--- config.mk ---
export PLATFORM = sky130hd
export DESIGN_NAME = enigma_input_arbiter
export DESIGN_NICKNAME = d
export VERILOG_FILES = /design/src/rtl/enigma_input_arbiter.sv
export SDC_FILE = /design/constraint.sdc
export NUM_CORES = 1
export LEC_CHECK = 0
export BUFFER_PORTS_ARGS = -buffer_cell sky130_fd_sc_hd__clkbuf_2
export CAP_MARGIN = 20
export CORE_UTILIZATION = 41
export DETAILED_ROUTE_END_ITERATION = 6
export PLACE_DENSITY = 0.87
export SLEW_MARGIN = 10
export SYNTH_ARGS = -nofsm -noshare
export SYNTH_HDL_FRONTEND = slang
export SYNTH_SLANG_ARGS = --single-unit
--- constraint.sdc ---
create_clock -name clk -period 1.4 [get_ports clk]
set_input_delay 0.28 -clock clk [delete_from_list [all_inputs] [get_ports clk]]
set_output_delay 0.28 -clock clk [all_outputs]
set_load 0.01 [all_outputs]
--- src/rtl/enigma_input_arbiter.sv ---
// rtl/enigma_input_arbiter.sv - round-robin arbiter sharing one enigma encrypt core between two character sources
// Optional watchdog in WAIT enabled by defining ARB_TIMEOUT_EN.
module enigma_input_arbiter #(
    parameter int TIMEOUT_CYCLES = 255,
    parameter int CNT_W          = 8
) (
    input  logic       clk,
    input  logic       reset,
    input  logic       a_valid,
    input  logic [7:0] a_char,
    output logic       a_ready,
    output logic       a_resp_valid,
    input  logic       b_valid,
    input  logic [7:0] b_char,
    output logic       b_ready,
    output logic       b_resp_valid,
    output logic [7:0] resp_char,
    output logic       mux_sel,
    output logic       core_start,
    output logic [7:0] core_char,
    input  logic       core_done,
    input  logic [7:0] core_result,
    output logic       busy,
    output logic       last_grant,
    output logic       timeout_err
);

    localparam logic [1:0] S_IDLE  = 2'd0;
    localparam logic [1:0] S_ISSUE = 2'd1;
    localparam logic [1:0] S_WAIT  = 2'd2;

    if (TIMEOUT_CYCLES >= (1 << CNT_W)) begin : g_cnt_w_too_small
        $error("CNT_W too narrow for TIMEOUT_CYCLES");
    end

    logic [1:0] state;
    logic       grant;
    logic       winner;
    logic       take;
    logic       wd_hit;

    // Ties go to the side that did not complete last; last_grant resets to 1 so A wins first.
    always_comb begin
        winner = b_valid & (~a_valid | ~last_grant);
        take   = ~reset & (state == S_IDLE) & (a_valid | b_valid);
    end

    assign a_ready    = take & ~winner;
    assign b_ready    = take & winner;
    assign busy       = (state != S_IDLE);
    assign mux_sel    = busy & grant;
    assign core_start = (state == S_ISSUE);

`ifdef ARB_TIMEOUT_EN
    localparam logic [CNT_W-1:0] CNT_ONE = CNT_W'(1);
    localparam logic [CNT_W-1:0] CNT_LIM = CNT_W'(TIMEOUT_CYCLES);

    logic [CNT_W-1:0] wd_cnt;

    // A core_done arriving on the limit cycle still completes normally.
    assign wd_hit = (state == S_WAIT) & ~core_done & ((wd_cnt + CNT_ONE) == CNT_LIM);

    always_ff @(posedge clk) begin
        if (reset) begin
            wd_cnt      <= '0;
            timeout_err <= 1'b0;
        end else begin
            timeout_err <= wd_hit;
            if (state != S_WAIT)
                wd_cnt <= '0;
            else if (!core_done)
                wd_cnt <= wd_cnt + CNT_ONE;
        end
    end
`else
    assign wd_hit      = 1'b0;
    assign timeout_err = 1'b0;
`endif

    always_ff @(posedge clk) begin
        if (reset) begin
            state        <= S_IDLE;
            grant        <= 1'b0;
            last_grant   <= 1'b1;
            core_char    <= 8'h00;
            resp_char    <= 8'h00;
            a_resp_valid <= 1'b0;
            b_resp_valid <= 1'b0;
        end else begin
            a_resp_valid <= 1'b0;
            b_resp_valid <= 1'b0;
            case (state)
                S_IDLE: begin
                    if (a_valid | b_valid) begin
                        grant     <= winner;
                        core_char <= winner ? b_char : a_char;
                        state     <= S_ISSUE;
                    end
                end
                S_ISSUE: begin
                    state <= S_WAIT;
                end
                S_WAIT: begin
                    if (core_done) begin
                        resp_char    <= core_result;
                        a_resp_valid <= ~grant;
                        b_resp_valid <= grant;
                        last_grant   <= grant;
                        state        <= S_IDLE;
                    end else if (wd_hit) begin
                        last_grant <= grant;
                        state      <= S_IDLE;
                    end
                end
                default: begin
                    state <= S_IDLE;
                end
            endcase
        end
    end

endmodule

==> flow_summary.rst, run 1 <==
.. list-table::
   :header-rows: 1

   * - Metric
     - Value
   * - Result of the run
     - finished with violations
   * - Violated checks
     - setup timing
   * - Switching power
     - 376 uW
   * - Sequential group share of total power
     - 50.8%
   * - Post-synthesis average cell area
     - 9.44 um^2
   * - Cell-internal power
     - 995 uW
   * - Main synth FF type
     - sky130_fd_sc_hd__dfxtp_1
   * - Ratio of total power to cell area
     - 1030 mW/mm^2
   * - Synthesized cell area
     - 906 um^2
   * - Post-synth top area share
     - 48.6%
   * - Area delta synth->final
     - 47.0%
   * - CTS tree
     - built
   * - Clock-pin slew on the worst setup and hold paths
     - 0.12 ns
   * - ANT cells
     - 0
   * - Least setup slack across all paths after layout
     - -0.0578 ns
   * - 1st-pass router iterations
     - 4
   * - Clock tree buffer depth
     - 2
   * - Endpoint class of the critical path
     - primary output
   * - Maximum fanout along the worst path
     - 3
   * - Global-route total usage across every layer
     - 20.6%
   * - Largest net degree at the start of global routing
     - 13
   * - Non-filler cells, final
     - 186
   * - Die boundary width
     - 49.0 um
   * - Final Hold Violating Endpoints
     - 0
   * - Number of antenna violations at the first check in global routing
     - 0
   * - Max rail drop VDD
     - 0.641 mV
   * - Standard cell area after detailed placement
     - 0.00121 mm^2
   * - Post-synthesis async set-or-reset flop share
     - 0%
   * - Required time of the critical path
     - 1.12 ns
   * - Total detailed-routing wirelength
     - 2230 um
   * - Leakage power summed over all cells
     - 0.677 nW
   * - GRT met2 Usage
     - 38.7%
   * - Min Clock Period, post-route
     - 1.46 ns
   * - Number of nets at the end of the flow
     - 189
   * - Clock share of power
     - 25.1%
   * - Min-Delay Path Class
     - primary input to flop
   * - Estimated wirelength of the detail-placed design
     - 1740 um
   * - Cell-by-cell listing of the critical path
     - a21bo_1 > nor3_2 > buf_2
   * - Synthesis Warnings
     - 0
   * - Met1 track demand over resource
     - 22.8%
   * - Number of standard-cell rows in the floorplan
     - 16
   * - DR WL/cell
     - 12.0 um
   * - Max-cap violations
     - 0
   * - Area occupied by multi-input gates
     - 427 um^2
   * - EDFF count, synth
     - 0
   * - Slowest Stage Delay on Critical Path
     - 0.38 ns
   * - Fmax
     - 0.686 GHz
   * - Post-CTS Hold Buffers
     - 0
   * - Clock sink count
     - 22
   * - Placed Cells
     - 177
   * - Endpoints failing setup
     - 2
   * - Layout fillers
     - 176
   * - Final-report max-slew violation count
     - 0
   * - Antenna-violating nets left
     - 0
   * - Post-DR vias/cell
     - 5.12
   * - DRC violation total after the first TritonRoute iteration
     - 14
   * - Count of different cell masters after synthesis
     - 23
   * - Met3 usage
     - 4.36%
   * - Number of buffers added on ports
     - 52
   * - Register area
     - 449 um^2
   * - Fraction of layout instances using a drive strength above 1
     - 52.2%
   * - DRC violations left
     - 0
   * - Largest cells by area after synthesis
     - sky130_fd_sc_hd__dfxtp_1 49%, sky130_fd_sc_hd__a22o_1 7.7%, sky130_fd_sc_hd__a311oi_1 7.7%
   * - Worst hold margin
     - 0.187 ns
   * - Height of the die
     - 49.0 um
   * - Switching power share of the total
     - 27.4%
   * - Skew-Pair Late Insertion Delay
     - 0.30 ns
   * - Total Die Area
     - 0.00240 mm^2
   * - Largest delay share family, worst path
     - flip-flops
   * - Critical path arrival
     - 1.18 ns
   * - Worst setup path class
     - flop to primary output
   * - Sum of buffers and inverters on the critical path
     - 1
   * - Most frequent cell after synthesis
     - sky130_fd_sc_hd__dfxtp_1
   * - Net count after synthesis
     - 125
   * - Summed area of non-filler cells in the final layout
     - 0.00133 mm^2
   * - Share of synthesized area occupied by flip-flops and latches
     - 48.6%
   * - Number of ports placed on the die boundary
     - 54
   * - Via total after detailed routing
     - 952
   * - Total Neg Setup Slack
     - -0.113 ns
   * - RSZ-0062 raised after global routing
     - true
   * - Core ar.
     - 0.00202 mm^2
   * - Startpoint Class
     - flop
   * - Total global routing overflow
     - 0
   * - Number of buffers created by CTS
     - 3
   * - Most instantiated cells after synthesis
     - 22 x sky130_fd_sc_hd__dfxtp_1, 17 x sky130_fd_sc_hd__nand2_1, 10 x sky130_fd_sc_hd__a21oi_1
   * - Clock root buffer
     - sky130_fd_sc_hd__clkbuf_4
   * - Most utilized layer in the global route result
     - met2
   * - Post-route clock period utilization
     - 104%
   * - Share of total power in combinational logic
     - 24.1%
   * - Via count of the first global-routing pass
     - 931
   * - Yosys reg bits
     - 22
   * - Slowest cell on the critical path
     - sky130_fd_sc_hd__dfxtp_4
   * - Cell type contributing the most total cell area after synthesis
     - sky130_fd_sc_hd__dfxtp_1
   * - Initial Util
     - 44.8%
   * - Clock Skew
     - 0.00668 ns
   * - Global-route wire length before repair
     - 3890 um
   * - Number of H-tree levels
     - 1
   * - Post-synthesis instance total
     - 96
   * - GP Congestion
     - 0.792
[worst paths after layout]
check	startpoint	end	slack (ns)	depth (start not counted)
setup / recovery	last_grant	b_ready	-0.06	3
hold / removal	core_result[1]	resp_char[1]	0.19	2
setup reg to reg	state[0]	resp_char[4]	0.09	5
hold reg to reg	resp_char[6]	resp_char[6]	0.50	1
[power by group through the flow]
stage	clock [mW]	combinational, mW	sequential (mW)
after global placement	0	0.281	0.707
after CTS	0.358	0.304	0.700
after detailed placement	0	0.289	0.709
after global routing	0.383	0.363	0.703
after floorplan	0	0.145	0.725
final	0.344	0.330	0.697
[registers in the layout (all words and copies together) (netlist names)]
name and flops:
resp_char 8, a_resp_valid 1, b_resp_valid 1, core_char 8, grant 1, last_grant 1
state 2
[cells in the final DEF, fill, tap and decap left out, types with 2 or more instances in the layout]
master / synthesis / final
sky130_fd_sc_hd__clkbuf_2: 0 / 48
sky130_fd_sc_hd__dfxtp_1: 22 / 19
sky130_fd_sc_hd__nand2_1: 17 / 16
sky130_fd_sc_hd__buf_4: 1 / 14
sky130_fd_sc_hd__a21oi_1: 10 / 10
sky130_fd_sc_hd__a22o_1: 8 / 8
sky130_fd_sc_hd__a311oi_1: 8 / 8
sky130_fd_sc_hd__nor2_1: 5 / 4
sky130_fd_sc_hd__clkbuf_4: 1 / 3
sky130_fd_sc_hd__nor3_1: 3 / 2
sky130_fd_sc_hd__nor2_2: 2 / 2
sky130_fd_sc_hd__dfxtp_4: 0 / 2
sky130_fd_sc_hd__buf_2: 0 / 2
sky130_fd_sc_hd__buf_6: 3 / 2
[layer usage]
layer  share of wire [%]  vias up
met5                   0        -
met4                0.81        0
met3                 6.9        2
met2                  50       50
met1                  42      437
li1                    -      463
[timing repair]
action                                  4_1_cts  5_1_grt
buffers inserted                              1        4
pin swaps                                     2        0
gates resized for setup                      10        9
endpoints found under the setup margin        4        4
[final cells by class]
class | count | area share (%)
Sequential cell | 22 | 33.7
Multi-Input combinational cell | 65 | 32.0
Clock buffer | 4 | 2.73
Timing Repair Buffer | 66 | 28.4
Inverter | 2 | 0.564
Tap cell | 27 | 2.54
[cell families after synthesis]
kind of cell           Yosys count  synth area share [%]
DFF                             22                  48.6
other                            1                 0.414
AOI/OAI and AO/OA               29                  24.7
and+or+nand+nor                 35                  19.2
buffers and inverters            9                  7.05
[per-stage QoR]
| stage | worst slack [ns] | total power [mW] | utilization [%] |
|---|---|---|---|
| after global placement | 0.139 | 0.988 | 59.9 |
| after global routing | -0.135 | 1.45 | 65.8 |
| final | -0.0578 | 1.37 | 65.8 |
| after floorplan | 0.147 | 0.870 | - |
| after detailed placement | 0.144 | 0.998 | 59.9 |
| after CTS | -0.0740 | 1.36 | 63.2 |
No activity file was read; power rests on OpenSTA's default activity.
==> run 2, diff against run 1 <==
- CORE_UTILIZATION: 41 -> 40
- PLACE_DENSITY: 0.87 -> 0.86
- TNS_END_PERCENT: not set -> 50
==> run 2 against run 1 <==
  * The flow still finishes with violations (setup timing)
  * Sequential power about the same
  * Clock power decreased by 3%
  * Via count decreased by 4.7%
  * Sequential cell count unchanged
  * Register-to-register slack improved by 0.08 ns
  * Final area decreased by 4.1%
  * First-iteration DRC count increased by 14%
  * Sequential share of layout area increased by 1.1 points
  * Non-clock buffer count decreased by 5
  * Total power decreased by 2.6%
  * Largest cell class unchanged
==> flow_summary.rst, run 2 (synthesis results as in run 1) <==
.. list-table::
   :header-rows: 1

   * - Metric
     - Value
   * - Result of the run
     - finished with violations
   * - Violated checks
     - setup timing
   * - GP Congestion
     - 0.700 (-12%)
   * - Number of buffers added on ports
     - 52 (unchanged)
   * - RSZ-0062 raised after global routing
     - true
   * - Total Neg Setup Slack
     - -0.0881 ns (+0.0245 ns)
   * - Cell-internal power
     - 974 uW (-2.1%)
   * - Max-cap violations
     - 0 (unchanged)
   * - Total global routing overflow
     - 0 (unchanged)
   * - Number of antenna violations at the first check in global routing
     - 0 (unchanged)
   * - Startpoint Class
     - flop
   * - Worst setup path class
     - flop to primary output
   * - Min Clock Period, post-route
     - 1.43 ns (-0.0233 ns)
   * - Clock share of power
     - 25.0% (about the same)
   * - Largest registers
     - core_char x8, resp_char x8, state x2
   * - Post-route clock period utilization
     - 102% (-1.7 points)
   * - Clock-pin slew on the worst setup and hold paths
     - 0.11 ns (about the same)
   * - Leakage power summed over all cells
     - 0.648 nW (-4.2%)
   * - Height of the die
     - 49.6 um (+1.2%)
   * - Area delta synth->final
     - 40.9%
   * - Commonest cells after routing, fill and taps aside
     - 49 x sky130_fd_sc_hd__clkbuf_2, 19 x sky130_fd_sc_hd__dfxtp_1, 16 x sky130_fd_sc_hd__nand2_1, 10 x sky130_fd_sc_hd__a21oi_1, 9 x sky130_fd_sc_hd__buf_4
   * - Estimated wirelength of the detail-placed design
     - 1610 um (-7.8%)
   * - Endpoint class of the critical path
     - primary output
   * - Total Die Area
     - 0.00246 mm^2 (+2.4%)
   * - Via total after detailed routing
     - 907 (-4.7%)
   * - Top routing layer in use
     - met4
   * - Required time of the critical path
     - 1.12 ns (about the same)
   * - Antenna-violating nets left
     - 0 (unchanged)
   * - Skew-Pair Late Insertion Delay
     - 0.30 ns (about the same)
   * - ANT cells
     - 0 (unchanged)
   * - Clock Skew
     - 0.00434 ns (-0.00234 ns)
   * - Maximum fanout along the worst path
     - 4 (+1)
   * - Switching power share of the total
     - 27.0% (-0.39 points)
   * - Sum of met2 wire segment lengths after detailed routing
     - 1050 um (-5.5%)
   * - Number of ports placed on the die boundary
     - 54 (unchanged)
   * - Final-report max-slew violation count
     - 0 (unchanged)
   * - Fmax
     - 0.697 GHz (+1.6%)
   * - Slowest Stage Delay on Critical Path
     - 0.35 ns (-0.03 ns)
   * - Initial Util
     - 44.4% (-0.44 points)
   * - Switching power
     - 361 uW (-4.0%)
   * - Max rail drop VDD
     - 0.590 mV (-8.0%)
   * - Met1 Routed Length
     - 910 um (-3.3%)
   * - Slowest cell on the critical path
     - sky130_fd_sc_hd__dfxtp_2
   * - Global-route total usage across every layer
     - 18.7% (-1.9 points)
   * - Number of nets at the end of the flow
     - 184 (-2.6%)
   * - DRC violations left
     - 0 (unchanged)
   * - 1st-pass router iterations
     - 4 (unchanged)
   * - Via count of the first global-routing pass
     - 845 (-9.2%)
   * - Number of standard-cell rows in the floorplan
     - 16 (unchanged)
   * - Endpoints failing setup
     - 3 (+1)
   * - Post-route core utilization
     - 62.5% (-3.3 points)
   * - DR WL/cell
     - 11.9 um (-0.88%)
   * - Commonest non-fill, non-tap cell in the layout
     - sky130_fd_sc_hd__clkbuf_2
   * - CTS tree
     - built
   * - Largest net degree at the start of global routing
     - 13 (unchanged)
   * - Fraction of layout instances using a drive strength above 1
     - 51.3% (-0.90 points)
   * - Final Hold Violating Endpoints
     - 0 (unchanged)
   * - Core ar.
     - 0.00204 mm^2 (+0.99%)
   * - Clock tree buffer depth
     - 2 (unchanged)
   * - Sequential group share of total power
     - 52.5% (+1.7 points)
   * - Global-route wire length before repair
     - 3530 um (-9.4%)
   * - Share of total power in combinational logic
     - 22.5% (-1.6 points)
   * - Critical path arrival
     - 1.15 ns (-0.03 ns)
   * - Clock root buffer
     - sky130_fd_sc_hd__clkbuf_4
   * - Least setup slack across all paths after layout
     - -0.0345 ns (+0.0233 ns)
   * - Number of H-tree levels
     - 1 (unchanged)
   * - Post-DR vias/cell
     - 5.01 (-2.1%)
   * - Ratio of total power to cell area
     - 1050 mW/mm^2 (+1.6%)
   * - Total met3 wirelength after detailed routing
     - 173 um (+12%)
   * - Die boundary width
     - 49.6 um (+1.2%)
   * - Total detailed-routing wirelength
     - 2150 um (-3.5%)
   * - Cell-by-cell listing of the critical path
     - nor2_4 > nand2_2 > nor3_2 > buf_2
   * - Number of buffers created by CTS
     - 3 (unchanged)
   * - Min-Delay Path Class
     - primary input to flop
   * - DRC violation total after the first TritonRoute iteration
     - 16 (+2)
   * - Clock sink count
     - 22 (unchanged)
==> run 2: layout make-up <==
type / count / area, um^2
Clock buffer: 4 / 36.3
Fill cell: 188 / 766
Inverter: 2 / 7.51
Multi-Input combinational cell: 65 / 427
Sequential cell: 22 / 444
Tap cell: 27 / 33.8
Timing Repair Buffer: 61 / 328
==> run 2: repair_timing <==
action / CTS / global route
setup buffers: 2 / 1
gates resized for setup: 10 / 4
setup endpoints to repair: 4 / 4
pin swaps: 1 / 1
hold buffers: 0 / 0
==> run 2: worst paths after layout <==
kind	from	endpoint	slack, ns	depth (start not counted)
worst min register to register	grant	a_resp_valid	0.49	1
worst max register to register	state[1]	resp_char[4]	0.17	5
worst max-delay path	state[1]	a_ready	-0.03	4
worst min-delay path	core_result[1]	resp_char[1]	0.20	2
==> run 2: per-stage QoR <==
stage | std cells | hold WS [ns] | total power, mW | worst slack (ns) | cell area [um^2]
after floorplan | 96 | 0.405 | 0.870 | 0.147 | 906
after global placement | 174 | 0.456 | 0.979 | 0.136 | 1190
after detailed placement | 174 | 0.461 | 0.986 | 0.140 | 1190
after CTS | 180 | 0.188 | 1.34 | -0.0617 | 1270
after global routing | 181 | 0.180 | 1.41 | -0.130 | 1280
final | 181 | 0.195 | 1.34 | -0.0345 | 1280
==> run 2: per-layer routing <==
| layer | global-route usage, % | vias to the layer above |
|---|---|---|
| li1 | - | 459 |
| met4 | 7.14 | 0 |
| met1 | 21.4 | 398 |
| met2 | 33.3 | 48 |
| met5 | 0 | - |
| met3 | 4.32 | 2 |
==> run 2: worst max-delay path: cells and delay by family (launching register included) <==
| family | cells | cell delay, ns |
|---|---|---|
| and+or+nand+nor | 3 | 0.37 |
| buffers and inverters | 1 | 0.15 |
| DFF | 1 | 0.35 |
==> run 2: power groups by stage <==
stage	sequential, mW	combinational, mW	clock [mW]
after floorplan	0.725	0.145	0
after detailed placement	0.709	0.277	0
after global placement	0.708	0.271	0
after global routing	0.707	0.331	0.374
after CTS	0.700	0.298	0.342
final	0.700	0.301	0.334
